## src/rtl/bounce_sprite.sv

```systemverilog
// Bouncing rectangular sprite for the VGA pixel stage: moves once per frame inside
// vertical blank and produces a registered per-pixel mask and colour.
module bounce_sprite #(
    parameter int unsigned H_START   = 144,
    parameter int unsigned V_START   = 35,
    parameter int unsigned H_ACTIVE  = 640,
    parameter int unsigned V_ACTIVE  = 480,
    parameter int unsigned BOX_W     = 32,
    parameter int unsigned BOX_H     = 32,
    parameter int unsigned STEP      = 2,
    parameter logic [11:0] BOX_COLOR = 12'hF00,
    parameter logic [11:0] BG_COLOR  = 12'h00F
) (
    input  logic        clk,
    input  logic        reset,
    input  logic        pix_en,
    input  logic        bright,
    input  logic [9:0]  hCount,
    input  logic [9:0]  vCount,
    input  logic        run,
    output logic [9:0]  box_x,
    output logic [9:0]  box_y,
    output logic        box_on,
    output logic [11:0] rgb,
    output logic        frame_tick,
    output logic        corner,
    output logic [7:0]  hit_count
);

    localparam int unsigned LIM_X     = H_ACTIVE - BOX_W;
    localparam int unsigned LIM_Y     = V_ACTIVE - BOX_H;
    localparam int unsigned TICK_LINE = V_START + V_ACTIVE;

    typedef enum logic [1:0] {WAIT_FRAME, MOVE_X, MOVE_Y, DONE} state_t;

    state_t      state, stateNext;
    logic        dirX, dirY, dirXNext, dirYNext;
    logic        bouncedX, bouncedXNext;
    logic [9:0]  boxXNext, boxYNext;
    logic [7:0]  hitNext;
    logic        cornerNext;
    logic [9:0]  lastV;
    logic [11:0] xStep, yStep;
    logic [10:0] hx, vy;
    logic        inBox;

    // One axis update at 11 bits: returns {bounce, newDir, newPos}.
    function automatic logic [11:0] stepAxis(input logic [9:0] pos, input logic dir,
                                             input logic [10:0] lim);
        logic [10:0] wide;
        wide = {1'b0, pos};
        if (dir) begin
            if (wide + 11'(STEP) >= lim) return {1'b1, 1'b0, lim[9:0]};
            else                         return {1'b0, 1'b1, 10'(wide + 11'(STEP))};
        end else begin
            if (wide <= 11'(STEP))       return {1'b1, 1'b1, 10'd0};
            else                         return {1'b0, 1'b0, 10'(wide - 11'(STEP))};
        end
    endfunction

    assign xStep = stepAxis(box_x, dirX, 11'(LIM_X));
    assign yStep = stepAxis(box_y, dirY, 11'(LIM_Y));

    function automatic logic [7:0] satInc(input logic [7:0] v);
        return (v == 8'hFF) ? v : v + 8'd1;
    endfunction

    always_ff @(posedge clk or negedge reset) begin
        if (!reset) begin
            state     <= WAIT_FRAME;
            box_x     <= 10'((H_ACTIVE - BOX_W) / 2);
            box_y     <= 10'((V_ACTIVE - BOX_H) / 2);
            dirX      <= 1'b1;
            dirY      <= 1'b1;
            bouncedX  <= 1'b0;
            hit_count <= 8'd0;
            corner    <= 1'b0;
        end else begin
            state     <= stateNext;
            box_x     <= boxXNext;
            box_y     <= boxYNext;
            dirX      <= dirXNext;
            dirY      <= dirYNext;
            bouncedX  <= bouncedXNext;
            hit_count <= hitNext;
            corner    <= cornerNext;
        end
    end

    always_comb begin
        stateNext    = state;
        boxXNext     = box_x;
        boxYNext     = box_y;
        dirXNext     = dirX;
        dirYNext     = dirY;
        bouncedXNext = bouncedX;
        hitNext      = hit_count;
        cornerNext   = 1'b0;
        case (state)
            WAIT_FRAME: if (frame_tick && run) stateNext = MOVE_X;
            MOVE_X: begin
                boxXNext     = xStep[9:0];
                dirXNext     = xStep[10];
                bouncedXNext = xStep[11];
                if (xStep[11]) hitNext = satInc(hit_count);
                stateNext    = MOVE_Y;
            end
            MOVE_Y: begin
                boxYNext   = yStep[9:0];
                dirYNext   = yStep[10];
                if (yStep[11]) hitNext = satInc(hit_count);
                cornerNext = bouncedX && yStep[11];
                stateNext  = DONE;
            end
            DONE:    stateNext = WAIT_FRAME;
            default: stateNext = WAIT_FRAME;
        endcase
    end

    // Frame tick fires once when the line counter first reaches the blank line.
    always_ff @(posedge clk or negedge reset) begin
        if (!reset) begin
            frame_tick <= 1'b0;
            lastV      <= 10'd0;
        end else begin
            frame_tick <= pix_en && (vCount == 10'(TICK_LINE)) && (lastV != vCount);
            if (pix_en) lastV <= vCount;
        end
    end

    assign hx = {1'b0, hCount} - 11'(H_START);
    assign vy = {1'b0, vCount} - 11'(V_START);
    assign inBox = bright
                && ({1'b0, box_x} <= hx) && (hx < {1'b0, box_x} + 11'(BOX_W))
                && ({1'b0, box_y} <= vy) && (vy < {1'b0, box_y} + 11'(BOX_H));

    always_ff @(posedge clk or negedge reset) begin
        if (!reset) begin
            box_on <= 1'b0;
            rgb    <= 12'h000;
        end else if (pix_en) begin
            box_on <= inBox;
            rgb    <= inBox ? BOX_COLOR : (bright ? BG_COLOR : 12'h000);
        end
    end

endmodule

```

## config.mk

```make
export PLATFORM = sky130hd
export DESIGN_NAME = bounce_sprite
export DESIGN_NICKNAME = d
export VERILOG_FILES = /design/src/rtl/bounce_sprite.sv
export SDC_FILE = /design/constraint.sdc
export NUM_CORES = 1
export LEC_CHECK = 0
export BUFFER_PORTS_ARGS = -buffer_cell sky130_fd_sc_hd__buf_2
export CORE_ASPECT_RATIO = 1.5
export CORE_MARGIN = 2
export CORE_UTILIZATION = 54
export CTS_BUF_LIST = sky130_fd_sc_hd__clkbuf_2 sky130_fd_sc_hd__clkbuf_4 sky130_fd_sc_hd__clkbuf_8
export DETAILED_ROUTE_END_ITERATION = 8
export GPL_TIMING_DRIVEN = 0
export PLACE_DENSITY = 0.76
export RECOVER_POWER = 100
export SYNTH_ARGS = -nofsm -noshare
export SYNTH_HDL_FRONTEND = slang
export SYNTH_SLANG_ARGS = --single-unit
```

## constraint.sdc

```tcl
create_clock -name clk -period 2.75 [get_ports clk]
set_input_delay 0.275 -clock clk [delete_from_list [all_inputs] [get_ports clk]]
set_output_delay 0.275 -clock clk [all_outputs]
set_load 0.03 [all_outputs]
```

==> summary.txt <==
outcome: finished, final reports clean
Final min period: 2.75 ns
Area contributors post-synth: dfrtp_1, ha_1, dfstp_2
Placed Cells: 672
Starting Density: 0.551
routability congestion estimate: 0.965
Worst path slowest cell: or3_4
layout cells sized above 1: 0.217
RSZ-0062 raised after global routing: yes
Synth top area share: 0.213
number of synthesized flops with an enable pin: 0
Chip Width: 77.3 um
core area: 0.00791 mm^2
final WL: 10700 um
Yosys top cell by area: dfrtp_1
clock group share of total power: 0.081
final hold slack: 0.142 ns
final count of negative-setup-slack endpoints: 0
Mapped Area: 0.00435 mm^2
I/O Pins: 68
Overall Global Routing Usage: 0.242
Hold Fails Final Rpt: 0
DRT Pass-1 Iters: 5
syn avg cell area: 8.67 um^2
Required @ worst endpoint: 2.95 ns
crit end category: flop
CP Data Arrival Time: 2.95 ns
maximum clock path buffer count: 2
pwr dens: 1060 mW/mm^2
CTS sink cnt: 45
Die Span Y: 114 um
die area: 0.00881 mm^2
Starting DRT DRC Count: 220
Comb power frac: 0.681
root buffer cell: clkbuf_8
largest net degree at the start of global routing: 46
crit path launch type: input pin
routed vias/inst: 5.80
DP HPWL: 8050 um
fmax: 364 MHz
count of pins over their slew limit: 0
nets: 661
max incr delay on CP: 0.41 ns
DRC viols: 0
Mapped Cells: 502
Diodes inserted: 0
fin crit share: 1.00
number of library cell types mapped by synthesis: 73
clk_lat worst skew: 0.30 ns
Worst slew margin: 0.308
initial antenna violation count: 0
switching power: 2.81 mW
Core Rows: 40
Max-Cap Viols: 0
number of synthesized register bits: 45
switching share of power: 0.527
via count: 4009
crit path cell chain: buf_2 > or3_4 > a21oi_2 > nor2b_1 > nor2_1 > xor2_1 > buf_4 > buf_4 > buf_4 > buf_4 > ha_1 > o31a_1 > o311ai_1 > nand4_1 > and2_1
antenna violation net count after detailed routing: 0
final cell count without fillers: 691
CTS buffer count: 5
global route total overflow: 0
first-pass GRT wire length: 17700 um
asr flop ratio synth: 1.00
part of the Yosys area used for sequential elements: 0.261
Worst path top cell family by delay: simple AND/OR/NAND/NOR gates
CTS H-tree lvls: 2
commonest non-fill, non-tap cell in the layout: inv_1
VDD IR max: 0.772 mV
Worst Path Buf+Inv: 5
P_leak: 2.32 nW
most used cell, CP: buf_4
drt wl/cell: 15.5 um
clk_skew: 0.00683 ns
most frequent cells in the layout: inv_1, ha_1, clkbuf_1, dfrtp_1, buf_2
PortBufs: 60
crit path max fanout: 7
vias in the first global route: 3965
Cell Int Power: 2.52 mW
Hold Crit Class: input pin to async pin
Worst Max-Slew Pin Slew: 1.04 ns
Main synth FF type: dfrtp_1
Crit Path Class: input pin to flop
Ys Warns: 0
Sequential Power Share: 0.238
Clock transition at path regs: 0.09 ns
FILL cells: 708
Layout Area Growth over Synthesis: 15.2%
final core utilization: 0.634
TritonCTS clock tree: built
## logic make-up (layout without fill, tap and decap cells)
| kind of cell | after synthesis | count (layout) | synth area share |
|---|---|---|---|
| AND/OR/NAND/NOR | 147 | 147 | 0.182 |
| XOR/XNOR | 35 | 35 | 0.0704 |
| flip-flops | 45 | 45 | 0.261 |
| other | 1 | 6 | 0.000861 |
| multiplexers | 18 | 18 | 0.0454 |
| AO/OA/AOI/OAI | 121 | 121 | 0.205 |
| adder cells (fa/ha/maj) | 51 | 51 | 0.147 |
| buffers and inverters | 84 | 163 | 0.0894 |
## area by class of cell
type | instances | area (um^2) | share of cell area
multi-input combinational | 378 | 2920 | 0.581
clock buffer | 7 | 83.8 | 0.0167
tap | 105 | 131 | 0.0262
timing repair buffer | 71 | 342 | 0.0681
inverter | 52 | 195 | 0.0389
sequential | 45 | 1140 | 0.227
buffer | 32 | 206 | 0.0411
clock inverter | 1 | 5.00 | 0.000998
## state kept, by name, summed over array words and instances, names as in the netlist, 2 cells and up
signal and flops:
rgb 2, lastV 10, hit_count 8, box_y 9
state 2, box_x 9
## power by group through the flow
stage	clock network (mW)	logic [mW]	registers (mW)
after floorplan	0	2.33	1.55
after global placement	0	3.38	1.26
after detailed placement	0	3.46	1.27
after CTS	0.448	3.49	1.26
after global routing	0.472	4.00	1.30
final	0.432	3.63	1.27
## through the flow
step	total power, mW	setup TNS [ns]	setup WS [ns]	cell area, um^2
after floorplan	3.88	0	0.00174	4380
after global placement	4.64	-0.586	-0.343	4810
after detailed placement	4.73	-0.711	-0.403	4810
after CTS	5.20	0	0.0165	4930
after global routing	5.78	-0.0739	-0.0739	5020
final	5.33	0	0.000558	5020
## worst register-to-register path: stages, from the launching register on
cell and delay, ns:
dfstp_2 0.63, inv_1 0.12, ha_1 0.30, inv_1 0.05, ha_1 0.29, o21ai_0 0.08
nor2_1 0.06, o31a_1 0.32, o311ai_1 0.37, nand4_1 0.18, and2_1 0.16
## cell usage after synthesis, types with 3 or more instances
| master | count |
|---|---|
| mux2i_1 | 4 |
| xor2_1 | 15 |
| a221oi_1 | 3 |
| o21ai_0 | 19 |
| or3_1 | 4 |
| a21boi_0 | 3 |
| inv_1 | 52 |
| a21o_1 | 5 |
| and3_1 | 4 |
| dfstp_2 | 8 |
| or2_2 | 5 |
| buf_4 | 16 |
| dfrtp_1 | 37 |
| a211oi_1 | 4 |
| a31oi_1 | 7 |
| o31a_1 | 4 |
| nand3_1 | 20 |
| a21oi_1 | 30 |
| nor4_1 | 3 |
| clkbuf_1 | 10 |
| ha_1 | 51 |
| nor2b_1 | 5 |
| buf_2 | 4 |
| o21a_1 | 3 |
| and2_1 | 5 |
| nor2_1 | 33 |
| nand4_1 | 9 |
| nor3_1 | 11 |
| nand2_1 | 30 |
| mux2_2 | 14 |
| o22ai_1 | 9 |
| xnor2_1 | 20 |
| o31ai_1 | 3 |
## layer usage
layer  up-vias  track usage  routed length (um)
met5         -            0                   0
met4         0       0.0881                 169
met3        17       0.0324                 386
met2       120        0.457                5800
met1      1920        0.273                4340
li1       1952            -                   -
## worst paths after layout
path	startpoint	endpoint	cells after the start	slack, ns
worst min-delay path	reset	lastV[3]	1	0.14
worst max-delay path	vCount[2]	rgb[3]	15	0.0006
worst min register to register	bouncedX	bouncedX	1	0.48
worst max register to register	box_y[5]	rgb[3]	10	0.10
min in group clk	vCount[8]	lastV[8]	2	0.27
max in group asynchronous	reset	box_x[1]	1	1.88
## repair_timing
action,in CTS,in global routing
pin swaps,1,3
hold buffers,0,0
endpoints found under the setup margin,1,15
gates resized for setup,5,16
buffers inserted,3,8
hold endpoints to repair,0,0
(Power assumes the default switching activity.)
